==> src/rtl/div_rr_sched.sv <==
// Round-robin scheduler sharing one combinational divider among N requesters.
// Results are tagged with the requester id and queued in a 2-entry output FIFO.
module div_rr_sched #(
  parameter int N           = 4,
  parameter int W0          = 16,
  parameter int W1          = 16,
  parameter int WQ          = 16,
  parameter int DIN1_SIGNED = 0,
  localparam int IDW        = $clog2(N),
  localparam int DW         = 1 + IDW + WQ
) (
  input  logic              clk,
  input  logic              rst,
  input  logic [N-1:0]      din0_valid,
  output logic [N-1:0]      din0_ready,
  input  logic [N*W0-1:0]   din0_data,
  input  logic [N-1:0]      din1_valid,
  output logic [N-1:0]      din1_ready,
  input  logic [N*W1-1:0]   din1_data,
  output logic              div_a_valid,
  input  logic              div_a_ready,
  output logic [W0-1:0]     div_a_data,
  output logic              div_b_valid,
  input  logic              div_b_ready,
  output logic [W1-1:0]     div_b_data,
  input  logic              div_q_valid,
  output logic              div_q_ready,
  input  logic [WQ-1:0]     div_q_data,
  output logic              dout_valid,
  input  logic              dout_ready,
  output logic [DW-1:0]     dout_data
);

  localparam logic [0:0] IDLE = 1'b0;
  localparam logic [0:0] BUSY = 1'b1;

  logic [0:0]     state;
  logic [IDW-1:0] ptr;
  logic [IDW-1:0] grant;
  logic [IDW-1:0] ptr_next;

  logic [N-1:0]   elig;
  logic           found;
  logic [IDW-1:0] pick;

  logic [W0-1:0]  sel_a;
  logic [W1-1:0]  sel_b;
  logic           div_zero;
  logic           busy;

  logic [DW-1:0]  fifo_mem [2];
  logic           rd_idx;
  logic           wr_idx;
  logic [1:0]     count;
  logic           full;
  logic           push;
  logic           pop;
  logic           div_fire;
  logic [DW-1:0]  push_data;
  logic [N-1:0]   ack_mask;

  assign elig = din0_valid & din1_valid;
  assign busy = (state == BUSY);
  assign full = (count == 2'd2);

  // Operand mux for the locked grant and divide-by-zero detection.
  always_comb begin
    sel_a = din0_data[int'(grant)*W0 +: W0];
    sel_b = din1_data[int'(grant)*W1 +: W1];
    if (DIN1_SIGNED != 0) begin
      div_zero = ($signed(sel_b) == $signed({W1{1'b0}}));
    end else begin
      div_zero = (sel_b == {W1{1'b0}});
    end
  end

  // First eligible requester scanning ptr, ptr+1, ... with wrap at N.
  always_comb begin
    int idx;
    found = 1'b0;
    pick  = ptr;
    idx   = 0;
    for (int k = 0; k < N; k++) begin
      idx = int'(ptr) + k;
      if (idx >= N) begin
        idx = idx - N;
      end else begin
        idx = idx;
      end
      if (!found && elig[idx]) begin
        found = 1'b1;
        pick  = IDW'(idx);
      end else begin
        found = found;
      end
    end
  end

  // Divider handshake, FIFO push decision and requester acknowledge.
  always_comb begin
    div_a_valid = busy & ~div_zero;
    div_b_valid = busy & ~div_zero;
    div_a_data  = sel_a;
    div_b_data  = sel_b;
    // Reset suppresses completion so no requester sees a spurious ready.
    div_q_ready = busy & ~rst & ~div_zero & ~full;
    div_fire    = div_q_valid & div_q_ready & div_a_ready & div_b_ready;
    push        = busy & ~rst & ~full & (div_zero | div_fire);
    if (div_zero) begin
      push_data = {1'b1, grant, {WQ{1'b1}}};
    end else begin
      push_data = {1'b0, grant, div_q_data};
    end
    if (push) begin
      ack_mask = {{(N-1){1'b0}}, 1'b1} << grant;
    end else begin
      ack_mask = {N{1'b0}};
    end
    din0_ready = ack_mask;
    din1_ready = ack_mask;
    if (int'(grant) == N - 1) begin
      ptr_next = {IDW{1'b0}};
    end else begin
      ptr_next = grant + {{(IDW-1){1'b0}}, 1'b1};
    end
  end

  // Arbitration state: grant is locked from selection until completion.
  always_ff @(posedge clk) begin
    if (rst) begin
      state <= IDLE;
      ptr   <= {IDW{1'b0}};
      grant <= {IDW{1'b0}};
    end else begin
      case (state)
        IDLE: begin
          if (found) begin
            grant <= pick;
            state <= BUSY;
          end
        end
        BUSY: begin
          if (push) begin
            ptr   <= ptr_next;
            state <= IDLE;
          end
        end
        default: state <= IDLE;
      endcase
    end
  end

  assign pop        = dout_valid & dout_ready;
  assign dout_valid = (count != 2'd0);
  assign dout_data  = fifo_mem[rd_idx];

  // FIFO pointers and occupancy; full is judged before any same-cycle pop.
  always_ff @(posedge clk) begin
    if (rst) begin
      rd_idx <= 1'b0;
      wr_idx <= 1'b0;
      count  <= 2'd0;
    end else begin
      if (push) begin
        wr_idx <= ~wr_idx;
      end
      if (pop) begin
        rd_idx <= ~rd_idx;
      end
      case ({push, pop})
        2'b10:   count <= count + 2'd1;
        2'b01:   count <= count - 2'd1;
        default: count <= count;
      endcase
    end
  end

  // FIFO storage.
  always_ff @(posedge clk) begin
    if (push) begin
      fifo_mem[wr_idx] <= push_data;
    end
  end

endmodule

==> config.mk <==
export PLATFORM = sky130hd
export DESIGN_NAME = div_rr_sched
export DESIGN_NICKNAME = d
export VERILOG_FILES = /design/src/rtl/div_rr_sched.sv
export SDC_FILE = /design/constraint.sdc
export NUM_CORES = 1
export LEC_CHECK = 0
export ABC_AREA = 1
export CORE_UTILIZATION = 40
export DETAILED_ROUTE_END_ITERATION = 8
export PLACE_DENSITY_LB_ADDON = 0.05
export SLEW_MARGIN = 20
export SYNTH_ARGS = -nofsm -noshare
export SYNTH_HDL_FRONTEND = slang
export SYNTH_SLANG_ARGS = --single-unit
==> constraint.sdc <==
create_clock -name clk -period 6.7 [get_ports clk]
set_input_delay 0.67 -clock clk [delete_from_list [all_inputs] [get_ports clk]]
set_output_delay 0.67 -clock clk [all_outputs]
set_load 0.02 [all_outputs]
# [Word-level counts from Yosys, hierarchy flattened]
# Memory sizes are Yosys's and may differ from the RTL's. A register that Yosys moved wholly into a read port is not among the register bits.
# Index checks and enable logic that the tools add are counted.
# W data, S select, Z words.
[totals] mem_count=1 word_cells=96 out_inout_bits=63 ram_bits=38 ff_bits=9 in_bits=158
[memory_table] name="fifo_mem" depth=2 word_bits=19 rd=1 rd_ports_with_merged_regs=1 wr=1 line="51" text="logic [DW-1:0] fifo_mem [2];"
[classes] shift=3 n_lt_le_gt_ge=8 mux=35 n_bitwise=18 add_sub_neg=10 reduce_logical=11 n_eq_ne=4
[ops] cell="$lt A32 B4 Y1 const B" n=4
[ops] cell="$mux W32" n=4
[ops] cell="$shiftx A64 B7 Y16" n=2
[ops] cell="$mux W19" n=1
[ops] cell="$mux W1" n=18
[ops] cell="$logic_not A16 Y1" n=1
[ops] cell="$sub A3 B3 Y4 const B" n=3
[ops] cell="$and A1 B1 Y1" n=10
[ops] cell="$mux W2" n=5
[ops] cell="$ge A3 B3 Y1 const B" n=3
[ops] cell="$bmux W1 S2" n=4
[ops] cell="$add A2 B2 Y3 const B" n=2
[ops] cell="$not A1 Y1" n=6
[ops] cell="$add A2 B1 Y2 const B" n=2
[ops] cell="$and A4 B4 Y4" n=1
[ops] cell="$eq A2 B1 Y1 const B" n=2
[ops] cell="$eq A2 B2 Y1 const B" n=2
[ops] cell="$mux W4" n=1
[ops] cell="$pmux W2 S2" n=1
[ops] cell="$reduce_and A2 Y1" n=2
[ops] cell="$reduce_bool A2 Y1" n=2
[ops] cell="$shl A1 B2 Y4 const A" n=1
[ops] cell="$sub A2 B3 Y4 const B" n=1
[ops] cell="$add A2 B1 Y3 const B" n=1
[ops] cell="6 further kinds" n=10

# [Depth between registers and ports, before layout]
# Gate-level depths: netlist of run 1.
[logic_depth] depth_word=17 depth_mapped=17 depth_no_buf=15

# [Worst setup path before layout of run 1]
# Ideal clock, no wire load.
[synth_timing] path_type="reg2reg" from="register grant[0]" to="memory fifo_mem[0][0] (netlist bit) (enable)" path_stages_with_launch=13 synth_period_minus_slack_ns=2.679 setup_ns=0.395 path_slack_ns=4.021 arrival_ns=2.284 path_cell_list="dfxtp_1 -> inv_2 -> buf_6 -> buf_4 -> nand2_1 -> nand3_1 -> nand2_1 -> nand2_1 -> nor2_1 -> nand2_2 -> o21ai_4 -> nand2_4 -> nor2_1"
[synth_via] elab_chain_cells=12
[synth_rtl] item="from (decl)" line="39" text="logic [IDW-1:0] grant;"
[synth_rtl] item="from (signal assigned)" line="133" text="grant <= {IDW{1'b0}};"
[synth_rtl] item="from (signal assigned)" line="138" text="grant <= pick;"
[synth_rtl] item="$shiftx A64 B7 Y16 (*)" line="69" text="sel_b = din1_data[int'(grant)*W1 +: W1];"
[synth_rtl] item="$logic_not A16 Y1 (*)" line="73" text="div_zero = (sel_b == {W1{1'b0}});"
[synth_rtl] item="$not A1 Y1" line="106" text="div_q_ready = busy & ~rst & ~div_zero & ~full;"
[synth_rtl] item="$and A1 B1 Y1 (2 in a row)" line="106"
[synth_rtl] item="$and A1 B1 Y1 (3 in a row)" line="107" text="div_fire = div_q_valid & div_q_ready & div_a_ready & div_b_ready;"
[synth_rtl] item="$or A1 B1 Y1 (*)" line="108" text="push = busy & ~rst & ~full & (div_zero | div_fire);"
[synth_rtl] item="$and A1 B1 Y1 (*)" line="108"
[synth_rtl] item="$mux W1 (*)" line="180" text="if (push) begin"
[synth_rtl] item="$mux W1 (not written as such) (*)" line="181" text="fifo_mem[wr_idx] <= push_data;"
[synth_rtl] item="to (decl)" line="51"
# Every way passes the cells marked *; elsewhere a longest branch is shown, timed or not.

# [Worst setup path in the final report of run 1]
[layout_timing] from="register grant[0]" to="output port din0_ready[3]"
[layout_via] elab_chain_cells=11 elab_cells_between_ends=12 cone_classes="shift (2); mux (1); bitwise (8); reduce/logical (1)"
[layout_rtl] item="$shiftx A64 B7 Y16" line="69"
[layout_rtl] item="$logic_not A16 Y1" line="73"
[layout_rtl] item="$not A1 Y1" line="106"
[layout_rtl] item="$and A1 B1 Y1 (2 in a row)" line="106"
[layout_rtl] item="$and A1 B1 Y1 (3 in a row)" line="107"
[layout_rtl] item="$or A1 B1 Y1" line="108"
[layout_rtl] item="$and A1 B1 Y1" line="108"
[layout_rtl] item="$mux W4 (*)" line="114" text="if (push) begin"
[layout_rtl] item="to (decl)" line="15" text="output logic [N-1:0] din0_ready,"
# Marked as above.

==> out/qor.csv, run 1 <==
stage,metric,value,unit
detailed_routing,vias_per_cell,4.98,
logic_synthesis,ys_seq_elements,48,
critical_path,path_buf_inv,3,
floorplan,die_area,8780,sq um
final_layout,final_util,0.694,
final_layout,antenna_cells,0,
placed_design,port_buffers,220,
critical_path,criticalPathCategory,register to output pin,
logic_synthesis,synth.most_common_cell,nand2_1,
global_route,top_usage_layer,met2,
placed_design,dp_hpwl,8570,microns
critical_path,crit_path_end_kind,output pin,
timing,min_period_over_period,0.647,
critical_path,worstPathRequired,6.03,ns
clocking,cts_buffers,5,
global_route,grt_pass1_vias,3651,
clocking,cts-resized-gates,0,
floorplan,rows,33,
power_and_ir_drop,leakage,2.32,nW
logic_synthesis,syn-cell-area,3360,sq um
timing,setup_violations,0,
timing,slew_headroom,0.328,
hold_path,hold_path.class,register to register,
logic_synthesis,avgSynthCellArea,7.35,sq um
global_route,grt_max_degree,71,
critical_path,crit-reg2reg-launch,grant[0],
clocking,cts-root-buf,clkbuf_8,
critical_path,max_stage_delay,0.71,ns
power_and_ir_drop,sw_frac_of_total,0.358,
critical_path,slowest_stage,clkdlybuf4s50_1,
placed_design,dpl.cell_count,756,
final_layout,nets,821,
detailed_routing,routedWlPerCell,14.2,microns
power_and_ir_drop,power.density,193,nW/um^2
timing,worst_pin_slew,1.01,ns
power_and_ir_drop,ir_worst_vdd,0.000122,V
timing,max_freq,231,MHz
global_route,grt.overflow.total,0,
logic_synthesis,synth_cell_type_count,26,
logic_synthesis,synth_edf_count,38,
detailed_routing,drc,0,
final_layout,post_route_cells_drive_above_1_share,0.0759,
timing,finalCriticalPeriod,4.33,ns
global_route,antenna_found_initial,0,
global_route,grt_usage,0.242,
logic_synthesis,yosysTopAreaCellShare,0.339,
logic_synthesis,yosys_most_used_dff,edfxtp_1,
clocking,ctsHtreeMaxLevel,2,
critical_path,crit_fanout,70,
timing,slew_viol_final,0,
floorplan,core,8180,sq um
placed_design,gp_congestion,0.830,
clocking,clock_sinks,48,
logic_synthesis,synth_area_leaders,"edfxtp_1 34%, nand2_1 15%, nand3_1 7.4%",
critical_path,rr_worst_depth,11,
final_layout,final_cells,764,
critical_path,crit_top_cell,nand2_1,
critical_path,cp.arrival,3.66,ns
clocking,path_clk_slew,0.09,ns
hold_path,hold_path_depth,1,
timing,fin_skew,0.00867,ns
critical_path,path_depth,12,
detailed_routing,routed-via-count,3802,
critical_path,cp_cell_sequence,"buf_4, inv_2, nand2_1, nand3_1, nand2_1, nand2_1, nor2_1, nand2_2, o21ai_4, nand2_4, nor2_1, clkdlybuf4s50_1",
global_route,met2_usage,0.467,
logic_synthesis,synth_common_cells,"134 x nand2_1, 50 x nand3_1, 50 x nor2_1",
global_route,met1_usage,0.256,
global_route,grt_pass1_wl,16700,microns
power_and_ir_drop,seqPwrFrac,0.305,
clocking,cts_setup_buffers,0,
logic_synthesis,yosys.area.top_type,edfxtp_1,
final_layout,area_growth_syn_to_layout,68.5,%
timing,fin_tns_setup,0,ns
clocking,holdBufCountCts,0,
flow_run,max_cap_violations,0,
power_and_ir_drop,p_switching,0.391,mW
critical_path,reg2reg_to,fifo_mem[0][15],
logic_synthesis,async_flop_share,0,
timing,hold_viol_final,0,
power_and_ir_drop,cellInternalPower,0.703,mW
logic_synthesis,yosysSeqAreaShare,0.399,
timing,rsz0062_at_grt,no,
outcome,status,completed,
floorplan,ioPinCount,221,
critical_path,cp_top_family,buffers and inverters,
logic_synthesis,netlist_instances,458,
critical_path,endpoint,din0_ready[3],
critical_path,crit_start,grant[0],
clocking,cts_tree,done,
clocking,clockBufferDepth,2,
floorplan,die_width,93.7,microns
floorplan,die_h,93.7,microns
power_and_ir_drop,p_comb_frac,0.503,
global_route,globalRouteMet3Util,0.0663,
detailed_routing,ant_nets,0,
detailed_routing,dr.pass1.iters,6,
power_and_ir_drop,clkPwrFrac,0.192,
clocking,clock_latency,0.30,ns
floorplan,initial_core_util,0.412,
critical_path,worstSetupStartpointType,register,
logic_synthesis,ys.warnings.count,0,
detailed_routing,wl,10900,microns
critical_path,r2r_setup_slack,3.07,ns
logic_synthesis,synth_nets,621,
detailed_routing,drt_iter0_markers,131,
[layout by cell type (no fill, tap or decap)]
| cell type | netlist | layout |
|---|---|---|
| clkdlybuf4s50_1 | 0 | 220 |
| nand2_1 | 134 | 134 |
| nand3_1 | 50 | 50 |
| nor2_1 | 50 | 49 |
| o21ai_0 | 39 | 39 |
| edfxtp_1 | 38 | 38 |
| inv_1 | 32 | 32 |
| mux2_2 | 19 | 19 |
| o22ai_1 | 16 | 16 |
| or2_2 | 10 | 10 |
| dfxtp_1 | 10 | 9 |
| a21oi_1 | 8 | 8 |
| or2_1 | 7 | 7 |
| ha_1 | 5 | 5 |
| clkbuf_8 | 0 | 5 |
| inv_2 | 3 | 3 |
| nand2_2 | 2 | 2 |
| buf_4 | 7 | 2 |
| o21ai_4 | 1 | 1 |
| nand2_4 | 1 | 1 |
| nor2_4 | 1 | 1 |
| nor2_2 | 0 | 1 |
| o21ai_2 | 1 | 1 |
| o21ai_1 | 1 | 1 |
| nand4_1 | 1 | 1 |
| inv_6 | 0 | 1 |
| bufinv_16 | 0 | 1 |
| clkinvlp_4 | 0 | 1 |
| dfxtp_2 | 0 | 1 |
[area by class of cell]
cell class              instances  area [sq um]
clock inverters                 3          46.3
repair buffers                222          2220
flip-flops and latches         48          1340
fillers                       695          2500
multi-input cells             346          1730
clock buffers                   5          68.8
inverters                      35           131
well taps                     105           131
[cells by family after synthesis]
family / share of synthesized area
simple gates: 0.324
compound gates: 0.109
buf+inv: 0.0870
flops: 0.399
mux: 0.0636
fa+ha+maj: 0.0186
[worst register-to-register path: stages (launching register included)]
cell	delay (ns)
dfxtp_2	0.32
buf_4	0.50
inv_2	0.63
nand2_1	0.22
nand3_1	0.08
nand2_1	0.11
nand2_1	0.05
nor2_1	0.12
nand2_2	0.10
o21ai_4	0.24
nand2_4	0.12
nor2_2	0.76
[sequential cells by signal, indices dropped and copies added (netlist names), named ones only]
signal    flops
busy          1
count         2
fifo_mem     38
grant         2
ptr           2
rd_idx        1
wr_idx        1
[stage by stage]
| stage | power, mW | setup WS, ns | area (sq um) | hold slack, ns |
|---|---|---|---|---|
| floorplan | 0.636 | 4.02 | 3360 | 0.426 |
| detailed placement | 0.891 | 2.74 | 5560 | 0.451 |
| global route | 1.16 | 2.00 | 5670 | 0.506 |
| finish | 1.09 | 2.37 | 5670 | 0.462 |
| global placement | 0.885 | 2.82 | 5560 | 0.437 |
| CTS | 1.10 | 2.40 | 5670 | 0.464 |
[worst min-delay path by stage]
stage / startpoint / end / slack [ns]
finish: rd_idx / rd_idx / 0.46
global route: rd_idx / rd_idx / 0.51
CTS: rd_idx / rd_idx / 0.46
detailed placement: rd_idx / rd_idx / 0.45
global placement: rd_idx / register / 0.44
floorplan: rd_idx / register / 0.43
[power groups by stage]
stage	sequential [mW]	combinational (mW)	clock [mW]
6_report	0.334	0.551	0.210
5_1_grt	0.335	0.597	0.223
4_1_cts	0.334	0.553	0.213
3_5_place_dp	0.341	0.550	0
3_3_place_gp	0.340	0.545	0
2_1_floorplan	0.340	0.295	0
[layer usage]
layer,vias up,routed length [microns]
met5,-,0
met4,0,204
met3,14,812
met2,126,5790
met1,1752,4070
li1,1910,-
No activity file was read; power rests on OpenSTA's default activity.
==> run 2: changes to the inputs <==
--- a/config.mk
+++ b/config.mk
@@ -6,7 +6,7 @@
 export NUM_CORES = 1
 export LEC_CHECK = 0
 export ABC_AREA = 1
-export CORE_UTILIZATION = 40
+export CORE_UTILIZATION = 37
 export DETAILED_ROUTE_END_ITERATION = 8
 export PLACE_DENSITY_LB_ADDON = 0.05
 export SLEW_MARGIN = 20
==> constraint.sdc (replaced) <==
create_clock -name clk -period 4.4 [get_ports clk]
set_input_delay 0.44 -clock clk [delete_from_list [all_inputs] [get_ports clk]]
set_output_delay 0.44 -clock clk [all_outputs]
set_load 0.02 [all_outputs]
==> out/qor.csv, run 2 (same netlist as run 1, synthesis figures left out) <==
stage,metric,value,unit,change
critical_path,rr_worst_depth,10,,-1
floorplan,ioPinCount,221,,unchanged
clocking,cts_tree,done,,
timing,finalCriticalPeriod,3.87,ns,
final_layout,largest-register,fifo_mem,,
clocking,path_clk_slew,0.08,ns,about the same
global_route,grt_usage,0.227,,-0.0156
clocking,cts_buffers,5,,unchanged
critical_path,worstSetupStartpointType,register,,
clocking,ctsHtreeMaxLevel,2,,unchanged
detailed_routing,drt_iter0_markers,194,,+48%
final_layout,multi_input_area,1730,sq um,unchanged
timing,rsz0062_at_grt,no,,
final_layout,layout_commonest_cell,clkdlybuf4s50_1,,
critical_path,crit_path_end_kind,output pin,,
timing,fin_tns_setup,0,ns,unchanged
outcome,status,completed,,
power_and_ir_drop,clkPwrFrac,0.188,,-0.004
critical_path,r2r_setup_slack,0.96,ns,-2.11 ns
power_and_ir_drop,finalPower,1.67,mW,+52%
power_and_ir_drop,seqPwrFrac,0.319,,+0.014
clocking,cts-root-buf,clkbuf_8,,
clocking,cts-resized-gates,0,,unchanged
critical_path,path_buf_inv,2,,-1
clocking,holdBufCountCts,0,,unchanged
final_layout,post_route_cells_drive_above_1_share,0.0744,,-0.00152
critical_path,worstPathRequired,3.96,ns,-2.07 ns
power_and_ir_drop,p_comb_frac,0.493,,-0.010
final_layout,nets,821,,unchanged
global_route,antenna_found_initial,0,,unchanged
power_and_ir_drop,power.density,294,nW/um^2,+52%
floorplan,die_area,9480,sq um,+7.9%
placed_design,port_buffers,220,,unchanged
power_and_ir_drop,leakage,2.33,nW,about the same
detailed_routing,ant_nets,0,,unchanged
power_and_ir_drop,sw_frac_of_total,0.360,,+0.00244
power_and_ir_drop,p_switching,0.600,mW,+53%
critical_path,crit-reg2reg-launch,grant[0],,
timing,min_period_over_period,0.880,,
global_route,grt.overflow.total,0,,unchanged
final_layout,regArea,1340,sq um,unchanged
final_layout,fill_cells,781,,+12%
timing,slew_viol_final,0,,unchanged
timing,slew_headroom,0.312,,-0.0164
detailed_routing,wl,11300,microns,+3.8%
floorplan,rows,34,,+3.0%
final_layout,largest_reg_flops,38,,unchanged
final_layout,final_area,5670,sq um,unchanged
floorplan,die_width,97.4,microns,+3.9%
hold_path,hp-start,rd_idx,,
critical_path,cp.arrival,3.43,ns,-0.23 ns
global_route,grt_pass1_wl,17400,microns,+3.9%
critical_path,cp_cell_sequence,"inv_2, nand2_1, nand3_1, nand2_1, nand2_1, nor2_1, nand2_2, o21ai_4, nand2_4, nor2_1, clkdlybuf4s50_1",,
timing,setup_violations,0,,unchanged
critical_path,crit_fanout,67,,-4.3%
critical_path,max_stage_delay,0.69,ns,-0.02 ns
clocking,clock_sinks,48,,unchanged
timing,max_freq,258,MHz,
flow_run,max_cap_violations,0,,unchanged
placed_design,placedInstanceArea,5560,sq um,about the same
detailed_routing,vias_per_cell,4.90,,-1.6%
detailed_routing,dr.pass1.iters,4,,-2
placed_design,gp_congestion,0.928,,+12%
final_layout,layout_common_cells,"220 x clkdlybuf4s50_1, 134 x nand2_1, 50 x nand3_1",,
floorplan,core,8760,sq um,+7.2%
critical_path,cp_top_family,buffers and inverters,,
global_route,grt_max_degree,68,,-4.2%
timing,hold_ws,0.457,ns,-0.00509 ns
critical_path,criticalPathCategory,register to output pin,,
critical_path,crit_top_cell,nand2_1,,
critical_path,slowest_stage,clkdlybuf4s50_1,,
power_and_ir_drop,ir_worst_vdd,0.000141,V,+16%
timing,hold_viol_final,0,,unchanged
final_layout,area_growth_syn_to_layout,68.5,%,unchanged
final_layout,final_util,0.647,,-0.0465
hold_path,hold_path.class,register to register,,
floorplan,die_h,97.4,microns,+3.9%
clocking,cts_setup_buffers,0,,unchanged
detailed_routing,routed-via-count,3756,,-1.2%
final_layout,antenna_cells,0,,unchanged
floorplan,initial_core_util,0.384,,-0.0276
placed_design,dp_hpwl,8710,microns,+1.6%
critical_path,reg2reg_to,fifo_mem[0][13],,
clocking,clockBufferDepth,2,,unchanged
detailed_routing,drc,0,,unchanged
clocking,clock_latency,0.30,ns,about the same
detailed_routing,routedWlPerCell,14.7,microns,+3.4%
timing,fin_skew,0.00744,ns,-0.00124 ns
global_route,grt_pass1_vias,3758,,+2.9%
hold_path,hold_path_depth,1,,unchanged
timing,worst_pin_slew,1.03,ns,+0.0250 ns
power_and_ir_drop,cellInternalPower,1.07,mW,+52%
[run 2: cell count changes in the layout (fill, tap and decap cells not counted)]
cell        change
clkinv_1        +1
clkinv_4        +1
clkinvlp_4      -1
inv_6           -1
[run 2: how the worst max path moves through the flow]
stage	from	to	cells after the start
floorplan	grant[0]	fifo_mem[0][0]	12
global placement	grant[0]	din0_ready[1]	11
detailed placement	grant[0]	din0_ready[1]	11
CTS	grant[0]	din0_ready[1]	11
global route	grant[0]	din0_ready[3]	11
finish	grant[0]	din0_ready[1]	11
[run 2: per-stage QoR]
stage	setup WS, ns	std cells
final	0.527	767
after CTS	0.509	767
after global routing	0.193	767
after global placement	0.963	759
after detailed placement	0.860	759
after floorplan	1.72	458
[run 2: layout make-up]
cell class / instances / area share
repair buffers: 222 / 0.391
clock buffers: 5 / 0.0121
clock inverters: 3 / 0.00750
well taps: 108 / 0.0238
flip-flops and latches: 48 / 0.237
multi-input cells: 346 / 0.306
inverters: 35 / 0.0232
[run 2: power by group through the flow]
stage               Combinational [mW]  Sequential, mW  Clock, mW
finish                           0.822           0.532      0.314
global placement                 0.812           0.542          0
CTS                              0.824           0.533      0.318
detailed placement               0.821           0.543          0
floorplan                        0.449           0.518          0
global route                     0.885           0.535      0.341
[run 2: routing by layer]
| layer | GRT usage | up-vias | routed length, microns |
|---|---|---|---|
| met5 | 0 | - | 0 |
| met4 | 0.0928 | 0 | 347 |
| met3 | 0.0691 | 24 | 857 |
| met2 | 0.425 | 137 | 5820 |
| met1 | 0.231 | 1681 | 4270 |
| li1 | - | 1914 | - |
